`src/rtl/regfile_write_arbiter.sv`:
```
// Shares the register file write port between in-order writeback (A) and a queued long-latency stream (B).
// Optional RF_ARB_R0_DROP_EN: writes to register 0 are consumed without reaching the register file.
module regfile_write_arbiter #(
  parameter int DATA_W   = 32,
  parameter int ADDR_W   = 5,
  parameter int DEPTH    = 4,
  parameter int MAX_WAIT = 8
) (
  input  logic                     clk,
  input  logic                     reset,
  input  logic                     a_we,
  input  logic [ADDR_W-1:0]        a_addr,
  input  logic [DATA_W-1:0]        a_data,
  input  logic                     b_valid,
  output logic                     b_ready,
  input  logic [ADDR_W-1:0]        b_addr,
  input  logic [DATA_W-1:0]        b_data,
  output logic                     rf_we,
  output logic [ADDR_W-1:0]        rf_addr,
  output logic [DATA_W-1:0]        rf_data,
  output logic                     stall_req,
  output logic [$clog2(DEPTH):0]   b_count
);
  localparam int PW = $clog2(DEPTH);
  localparam int CW = PW + 1;
  localparam int WW = $clog2(MAX_WAIT + 1);

  typedef enum logic {NORMAL, DRAIN} state_t;
  state_t state, stateNext;

  logic [ADDR_W-1:0] entAddr [DEPTH];
  logic [DATA_W-1:0] entData [DEPTH];
  logic [DEPTH-1:0]  entVld;
  logic [PW-1:0]     headPtr, tailPtr;
  logic [CW-1:0]     count;
  logic [WW-1:0]     waitCnt;

  logic             empty, push, aIssue, headDrop, headDead, pop, bIssue;
  logic [DEPTH-1:0] killMask, popMask, pushMask;

  assign empty     = (count == '0);
  assign b_ready   = (count != CW'(DEPTH));
  assign b_count   = count;
  assign stall_req = (state == DRAIN);
  assign push      = b_valid && b_ready;

`ifdef RF_ARB_R0_DROP_EN
  assign aIssue   = a_we && (a_addr != '0);
  assign headDrop = (entAddr[headPtr] == '0);
`else
  assign aIssue   = a_we;
  assign headDrop = 1'b0;
`endif

  // A is younger in program order, so any queued write to the same register is stale.
  always_comb begin
    killMask = '0;
    for (int i = 0; i < DEPTH; i++)
      killMask[i] = aIssue && entVld[i] && (entAddr[i] == a_addr);
  end

  // A dead head still takes the B slot even while A is issuing.
  assign headDead = !entVld[headPtr] || killMask[headPtr] || headDrop;
  assign pop      = !empty && (headDead || !aIssue);
  assign bIssue   = pop && !headDead;

  always_comb begin
    popMask  = '0;
    pushMask = '0;
    if (pop)  popMask[headPtr]  = 1'b1;
    if (push) pushMask[tailPtr] = 1'b1;
  end

  always_comb begin
    stateNext = state;
    case (state)
      NORMAL: if (waitCnt == WW'(MAX_WAIT)) stateNext = DRAIN;
      DRAIN:  if (empty) stateNext = NORMAL;
      default: stateNext = NORMAL;
    endcase
  end

  always_ff @(posedge clk) begin
    if (push) begin
      entAddr[tailPtr] <= b_addr;
      entData[tailPtr] <= b_data;
    end
  end

  always_ff @(posedge clk or posedge reset) begin
    if (reset) begin
      state   <= NORMAL;
      entVld  <= '0;
      headPtr <= '0;
      tailPtr <= '0;
      count   <= '0;
      waitCnt <= '0;
      rf_we   <= 1'b0;
      rf_addr <= '0;
      rf_data <= '0;
    end else begin
      state   <= stateNext;
      // Same-cycle push lands after the kill so it survives.
      entVld  <= (entVld & ~killMask & ~popMask) | pushMask;
      if (pop)  headPtr <= headPtr + 1'b1;
      if (push) tailPtr <= tailPtr + 1'b1;
      count   <= count + CW'(push) - CW'(pop);
      if (empty || pop)
        waitCnt <= '0;
      else if (waitCnt != WW'(MAX_WAIT))
        waitCnt <= waitCnt + 1'b1;
      if (aIssue) begin
        rf_we   <= 1'b1;
        rf_addr <= a_addr;
        rf_data <= a_data;
      end else if (bIssue) begin
        rf_we   <= 1'b1;
        rf_addr <= entAddr[headPtr];
        rf_data <= entData[headPtr];
      end else begin
        rf_we   <= 1'b0;
      end
    end
  end
endmodule

```
`config.mk`:
```
export PLATFORM = sky130hd
export DESIGN_NAME = regfile_write_arbiter
export DESIGN_NICKNAME = d
export VERILOG_FILES = /design/src/rtl/regfile_write_arbiter.sv
export SDC_FILE = /design/constraint.sdc
export NUM_CORES = 1
export LEC_CHECK = 0
export BUFFER_PORTS_ARGS = -buffer_cell sky130_fd_sc_hd__buf_2
export CORE_MARGIN = 4
export CORE_UTILIZATION = 35
export CTS_CLUSTER_SIZE = 8
export DETAILED_ROUTE_END_ITERATION = 8
export SYNTH_ARGS = -nofsm -noshare
export SYNTH_HDL_FRONTEND = slang
export SYNTH_SLANG_ARGS = --single-unit
```
`constraint.sdc`:
```
create_clock -name clk -period 5.8 [get_ports clk]
set_input_delay 0.58 -clock clk [delete_from_list [all_inputs] [get_ports clk]]
set_output_delay 0.58 -clock clk [all_outputs]
set_load 0.005 [all_outputs]
```
**Word-level counts from Yosys, hierarchy flattened**

Memory sizes are Yosys's and may differ from the RTL's.
Cells that the tools add are included.
W data, S select, Z words.

- Memory bits (writable): 148
- Register bits: 54
- Output and inout port bits: 43
- Bits in latches: 0
- Input port bits: 78
- Memories: 2
- ROM bits: 0
- Logic and storage cells: 79

- Divide/modulo/power cells: 0
- Reductions and logical operators: 23
- Magnitude comparators: 4
- Shifts and indexed selects: 0
- Muxes and demuxes: 23
- Bitwise logic cells: 6
- $mul: 0
- Add/sub/neg operators: 5
- Equal/unequal tests: 7

Memories:

| memory | words | bits a word | read ports | clocked after memory_dff | write ports | RTL line | source |
|---|---|---|---|---|---|---|---|
| entData | 4 | 32 | 1 | 0 | 1 | 32 | `logic [DATA_W-1:0] entData [DEPTH];` |
| entAddr | 4 | 5 | 5 | 0 | 1 | 31 | `logic [ADDR_W-1:0] entAddr [DEPTH];` |

Operators with widths:

| operator | count |
|---|---|
| $mux W32 | 2 |
| $eq A5 B5 Y1 | 4 |
| $mux W4 | 4 |
| $logic_and A1 B1 Y1 | 13 |
| $mux W1 | 10 |
| $mux W5 | 2 |
| $and A4 B4 Y4 | 2 |
| $not A4 Y4 | 2 |
| $lt A2 B3 Y1 const B | 2 |
| $add A2 B1 Y2 const B | 2 |
| $add A4 B1 Y4 const B | 1 |
| $bmux W1 S2 | 2 |
| $demux W1 S2 | 2 |
| $eq A4 B4 Y1 const B | 1 |
| $ge A2 B1 Y1 const B | 2 |
| $logic_not A1 Y1 | 4 |
| $ne A4 B4 Y1 const B | 1 |
| $or A4 B4 Y4 | 1 |
| $reduce_bool A2 Y1 | 2 |
| $add A3 B1 Y3 | 1 |
| $logic_not A3 Y1 | 1 |
| $logic_or A1 B1 Y1 | 3 |
| $ne A3 B3 Y1 const B | 1 |
| $sub A3 B1 Y3 | 1 |
| other kinds (2) | 2 |

**Longest topological paths before layout**

An unclocked memory read counts as a cell.

- Word-level depth: 12
- Gate-level depth with buffers: 13

**Worst setup path after synthesis**

No wires, ideal clock.

- Path type: input-to-reg
- Start: in a_addr[3]
- End: reg count[2], in the netlist b_count[2]
- Setup slack: 2.615 ns
- Arrival time: 3.057 ns
- Data required time: 5.672 ns
- Stages on the path: 13
- Buffers on the path: 1
- Path through: buf_6 > xor2_2 > nor4_2 > a41oi_1 > a311o_2 > a21oi_4 > ha_1 > inv_1 > ha_1 > inv_1 > fa_1 > xnor2_1 > xnor2_1

- Word-level cells in the longest chain between the ends: 8

RTL lines:

| what | RTL line | source |
|---|---|---|
| start: declaration | 12 | `input logic [ADDR_W-1:0] a_addr,` |
| $eq A5 B5 Y1 | 59 | `killMask[i] = aIssue && entVld[i] && (entAddr[i] == a_addr);` |
| $logic_and A1 B1 Y1 | 59 |  |
| $bmux W1 S2 * | 63 | `assign headDead = !entVld[headPtr] \|\| killMask[headPtr] \|\| headDrop;` |
| $mux W1 (not written as such) * | 63 |  |
| $logic_or A1 B1 Y1 * | 63 |  |
| $logic_or A1 B1 Y1 * | 64 | `assign pop = !empty && (headDead \|\| !aIssue);` |
| $logic_and A1 B1 Y1 * | 64 |  |
| named net pop | 38 | `logic empty, push, aIssue, headDrop, headDead, pop, bIssue;` |
| $sub A3 B1 Y3 * | 107 | `count <= count + CW'(push) - CW'(pop);` |
| end signal: assignment | 107 |  |
| end: declaration | 35 | `logic [CW-1:0] count;` |

The timed path passes the listed nets; every way through them passes the cells marked *. The select of a mux whose other input is x is not followed.
A chain may end at the register's enable or synchronous reset.

**Worst setup path in the final report**

- Start: reg headPtr[0]
- End: reg count[2], in the netlist b_count[2]

- Word-level cells in the longest chain between the ends: 7

RTL lines:

| what | RTL line | source |
|---|---|---|
| start: declaration | 34 | `logic [PW-1:0] headPtr, tailPtr;` |
| start signal: assignment | 105 | `if (pop) headPtr <= headPtr + 1'b1;` |
| $bmux W1 S2 | 63 |  |
| $mux W1 (not written as such) | 63 |  |
| $logic_not A1 Y1 | 63 |  |
| $logic_or A1 B1 Y1 * | 63 |  |
| $logic_or A1 B1 Y1 * | 64 |  |
| $logic_and A1 B1 Y1 * | 64 |  |
| named net pop | 38 |  |
| $sub A3 B1 Y3 * | 107 |  |

Marked as above.

==> out/metrics.json <==
{
  "clocking": {
    "cts_inserted_buffers": 29,
    "clkLatencyLatePin_ns": 0.51,
    "numClockSinks": 202,
    "postCtsResizedCells": 0,
    "clock_tree.buffer_depth": 3,
    "cts_tree": "yes",
    "clkTransAtPathRegs_ns": 0.05,
    "htree_levels": 1,
    "clockRootBuffer": "sky130_fd_sc_hd__clkbuf_16",
    "postCtsSetupBuffers": 0,
    "cts.hold.buffers_added": 0
  },
  "pwr": {
    "share_clk_of_total_power_pct": 28.7,
    "max-vdd-ir-drop_v": 0.000235,
    "switching_share_pct": 32.1,
    "totalPowerFinal_mw": 5.23,
    "power.static_leakage_nw": 3.73,
    "seq_power_share_pct": 42.5,
    "power_report.internal_total_mw": 3.55,
    "power.density_mw_per_mm2": 514,
    "p_comb_share_pct": 28.8,
    "switching_component_of_the_power_mw": 1.68
  },
  "finish": {
    "post_layout_nonfiller_instances": 998,
    "mostFrequentLayoutCells": "148 x sky130_fd_sc_hd__edfxtp_1, 120 x sky130_fd_sc_hd__buf_2, 52 x sky130_fd_sc_hd__dfrtp_1",
    "fin_util_pct": 41.8,
    "multi_input_gate_area_mm2": 0.00245,
    "final-seq-area_mm2": 0.00580,
    "final_common_cell": "sky130_fd_sc_hd__edfxtp_1",
    "syn2layout_area_growth_pct": 17.7,
    "drive_gt1_share_pct": 31.5,
    "final.fill_count": 2226,
    "layout_nets": 742
  },
  "drt": {
    "met3WireLength_um": 1460,
    "avgRoutedWirePerCell_um": 20.3,
    "wl_final_um": 20200,
    "detailroute.wirelength.met2_um": 9860,
    "drc_markers": 0,
    "route.layer.met1.wl_um": 8420,
    "via_count": 5079,
    "top_layer_used": "met5",
    "first_iter_violations": 380,
    "detailedRoute.firstPassIterationCount": 5,
    "vias_per_cell": 5.09,
    "ant_nets": 0
  },
  "status": {
    "status": "completed"
  },
  "synthesis": {
    "yosys.cell_types.count": 44,
    "postSynthRegisterBits": 202,
    "synth-async-reset-ratio_pct": 26.7,
    "postSynth.topFlopCell": "sky130_fd_sc_hd__edfxtp_1",
    "synthCells": 534,
    "mean_instance_size_in_the_synthesized_netlist_um2": 16.2,
    "synthesis.area_mm2": 0.00864,
    "syn-num-nets": 625,
    "yosysSeqAreaShare_pct": 67.1,
    "edff_count_synth": 148,
    "ys_warn_count": 0
  },
  "floorplan": {
    "io_pins": 121,
    "row_count": 57,
    "floorplan_die_area_mm2": 0.0273,
    "start_util_pct": 35.5,
    "fp.dieH_um": 165,
    "fp.dieW_um": 165,
    "design.core.area_mm2": 0.0243
  },
  "timing": {
    "grt_setup_unrepaired": "false",
    "max_clock_freq_mhz": 240,
    "final.setup_skew_ns": 0.00929,
    "post-route-period-util_pct": 71.9,
    "tightest_pin_transition_ns": 1.13,
    "finalSetupViolCount": 0,
    "final-hold-violation-count": 0,
    "worst_slew_margin_rel_pct": 24.6,
    "slew_violations": 0,
    "final.setup.tns_ns": 0,
    "finalWorstPathRequiredPeriod_ns": 4.17
  },
  "worst_setup_path": {
    "worstSetupPathType": "reg2reg",
    "worstSetupStartpointType": "register",
    "crit_required_ns": 6.23,
    "worst-path-max-fanout": 38,
    "worstSetupEndpointType": "register",
    "arrival_time_worst_endpoint_ns": 4.60
  },
  "placed_design": {
    "place_congestion": 0.809,
    "dp.cells": 944,
    "dpl.hpwl_um": 12400,
    "buffer_ports.inserted": 120
  },
  "job": {
    "max_cap_viol_count": 0
  },
  "global_route": {
    "number_of_global_route_vias_before_repair": 5345,
    "grt_start_max_net_pins": 66,
    "overflow": 0,
    "antenna_found_initial": 6,
    "grt_pass1_wl_um": 30800,
    "grt_util_overall_pct": 14.7
  },
  "min_path": {
    "hold_path_class": "in2async"
  }
}
==> per-stage QoR <==
step	instance area, um^2	worst slack, ns	hold slack (ns)
after floorplan	8640	2.62	0.523
after global placement	9350	1.67	0.506
after detailed placement	9350	1.53	0.517
after CTS	10200	1.52	0.0921
after global routing	10200	1.22	0.119
final	10200	1.63	0.0888
==> registers in the layout, summed over array words and instances, names as in the netlist <==
name / cells
b_count: 3
entAddr: 20
stall_req: 1
rf_addr: 5
waitCnt: 4
rf_we: 1
rf_data: 32
entVld: 4
entData: 128
tailPtr: 2
headPtr: 2
==> metal layers <==
layer / GRT usage [%] / vias to the layer above
met5: 0 / -
met4: 4.05 / 10
met3: 3.85 / 41
met2: 24.1 / 145
met1: 19.5 / 2594
li1: - / 2289
==> worst max-delay path, stage by stage, from the launching register on <==
cell                       delay, ns
sky130_fd_sc_hd__dfrtp_4        0.76
sky130_fd_sc_hd__buf_4          0.46
sky130_fd_sc_hd__nand2_1        0.09
sky130_fd_sc_hd__a211oi_1       0.44
sky130_fd_sc_hd__a311o_2        0.86
sky130_fd_sc_hd__a21oi_4        0.21
sky130_fd_sc_hd__ha_1           0.32
sky130_fd_sc_hd__inv_1          0.06
sky130_fd_sc_hd__ha_1           0.13
sky130_fd_sc_hd__inv_1          0.05
sky130_fd_sc_hd__fa_1           0.37
sky130_fd_sc_hd__xnor2_1        0.19
sky130_fd_sc_hd__xnor2_1        0.14
==> layout make-up <==
class                   count  share of cell area, %
diodes                      1                 0.0246
clock buffers              52                   7.98
clock inverters             1                 0.0861
inverters                  15                  0.553
multi-input cells         278                   24.1
flip-flops and latches    202                   57.0
well taps                 324                   3.98
repair buffers            125                   6.27
==> power groups by stage <==
stage          Clock (mW)  Sequential (mW)  Combinational, mW
2_1_floorplan           0             2.11               1.22
3_3_place_gp            0             2.24               1.49
3_5_place_dp            0             2.26               1.53
4_1_cts              1.53             2.23               1.53
5_1_grt              1.61             2.28               1.66
6_report             1.50             2.22               1.50
==> logic make-up after synthesis <==
group | Yosys count | share of synthesized area (%)
AO/OA/AOI/OAI | 127 | 8.28
XOR/XNOR | 26 | 2.81
adder cells (fa/ha/maj) | 13 | 1.97
buffers and inverters | 54 | 4.85
flip-flops | 202 | 67.1
multiplexers | 41 | 10.2
AND/OR/NAND/NOR | 71 | 4.82
==> synthesized netlist by cell type, types with 2 or more instances <==
cell type,instances,share of area (%)
sky130_fd_sc_hd__nand2_1,10,0.43
sky130_fd_sc_hd__nor2_1,3,0.13
sky130_fd_sc_hd__a21oi_1,42,2.4
sky130_fd_sc_hd__xor2_2,2,0.38
sky130_fd_sc_hd__and3_1,6,0.43
sky130_fd_sc_hd__buf_6,12,1.6
sky130_fd_sc_hd__edfxtp_1,148,51
sky130_fd_sc_hd__o21ai_1,13,0.75
sky130_fd_sc_hd__buf_8,3,0.52
sky130_fd_sc_hd__clkbuf_1,5,0.22
sky130_fd_sc_hd__xnor2_1,10,1.0
sky130_fd_sc_hd__clkbuf_8,3,0.48
sky130_fd_sc_hd__a31oi_1,42,3.0
sky130_fd_sc_hd__nor4_1,3,0.22
sky130_fd_sc_hd__xor2_1,14,1.4
sky130_fd_sc_hd__ha_1,12,1.7
sky130_fd_sc_hd__o21ai_0,25,1.4
sky130_fd_sc_hd__inv_1,15,0.65
sky130_fd_sc_hd__nor2b_1,35,2.5
sky130_fd_sc_hd__mux2_2,2,0.26
sky130_fd_sc_hd__dlygate4sd3_1,3,0.35
sky130_fd_sc_hd__dlygate4sd1_1,6,0.61
sky130_fd_sc_hd__nand3_1,6,0.35
sky130_fd_sc_hd__buf_2,5,0.29
sky130_fd_sc_hd__mux4_2,36,9.4
sky130_fd_sc_hd__and2b_2,2,0.20
sky130_fd_sc_hd__dfrtp_1,54,16
==> path summary, 6_finish.rpt <==
check,startpoint,end,slack [ns],depth (start not counted)
max in group asynchronous,reset,headPtr[0],4.80,3
worst min-delay path,reset,rf_data[26],0.09,2
min in group clk,b_data[26],entData[2][26],0.28,1
worst max-delay path,headPtr[0],b_count[2],1.63,12
worst min register to register,stall_req,stall_req,0.52,1
worst max register to register,headPtr[0],b_count[2],1.63,12
No activity file was read; power rests on OpenSTA's default activity.
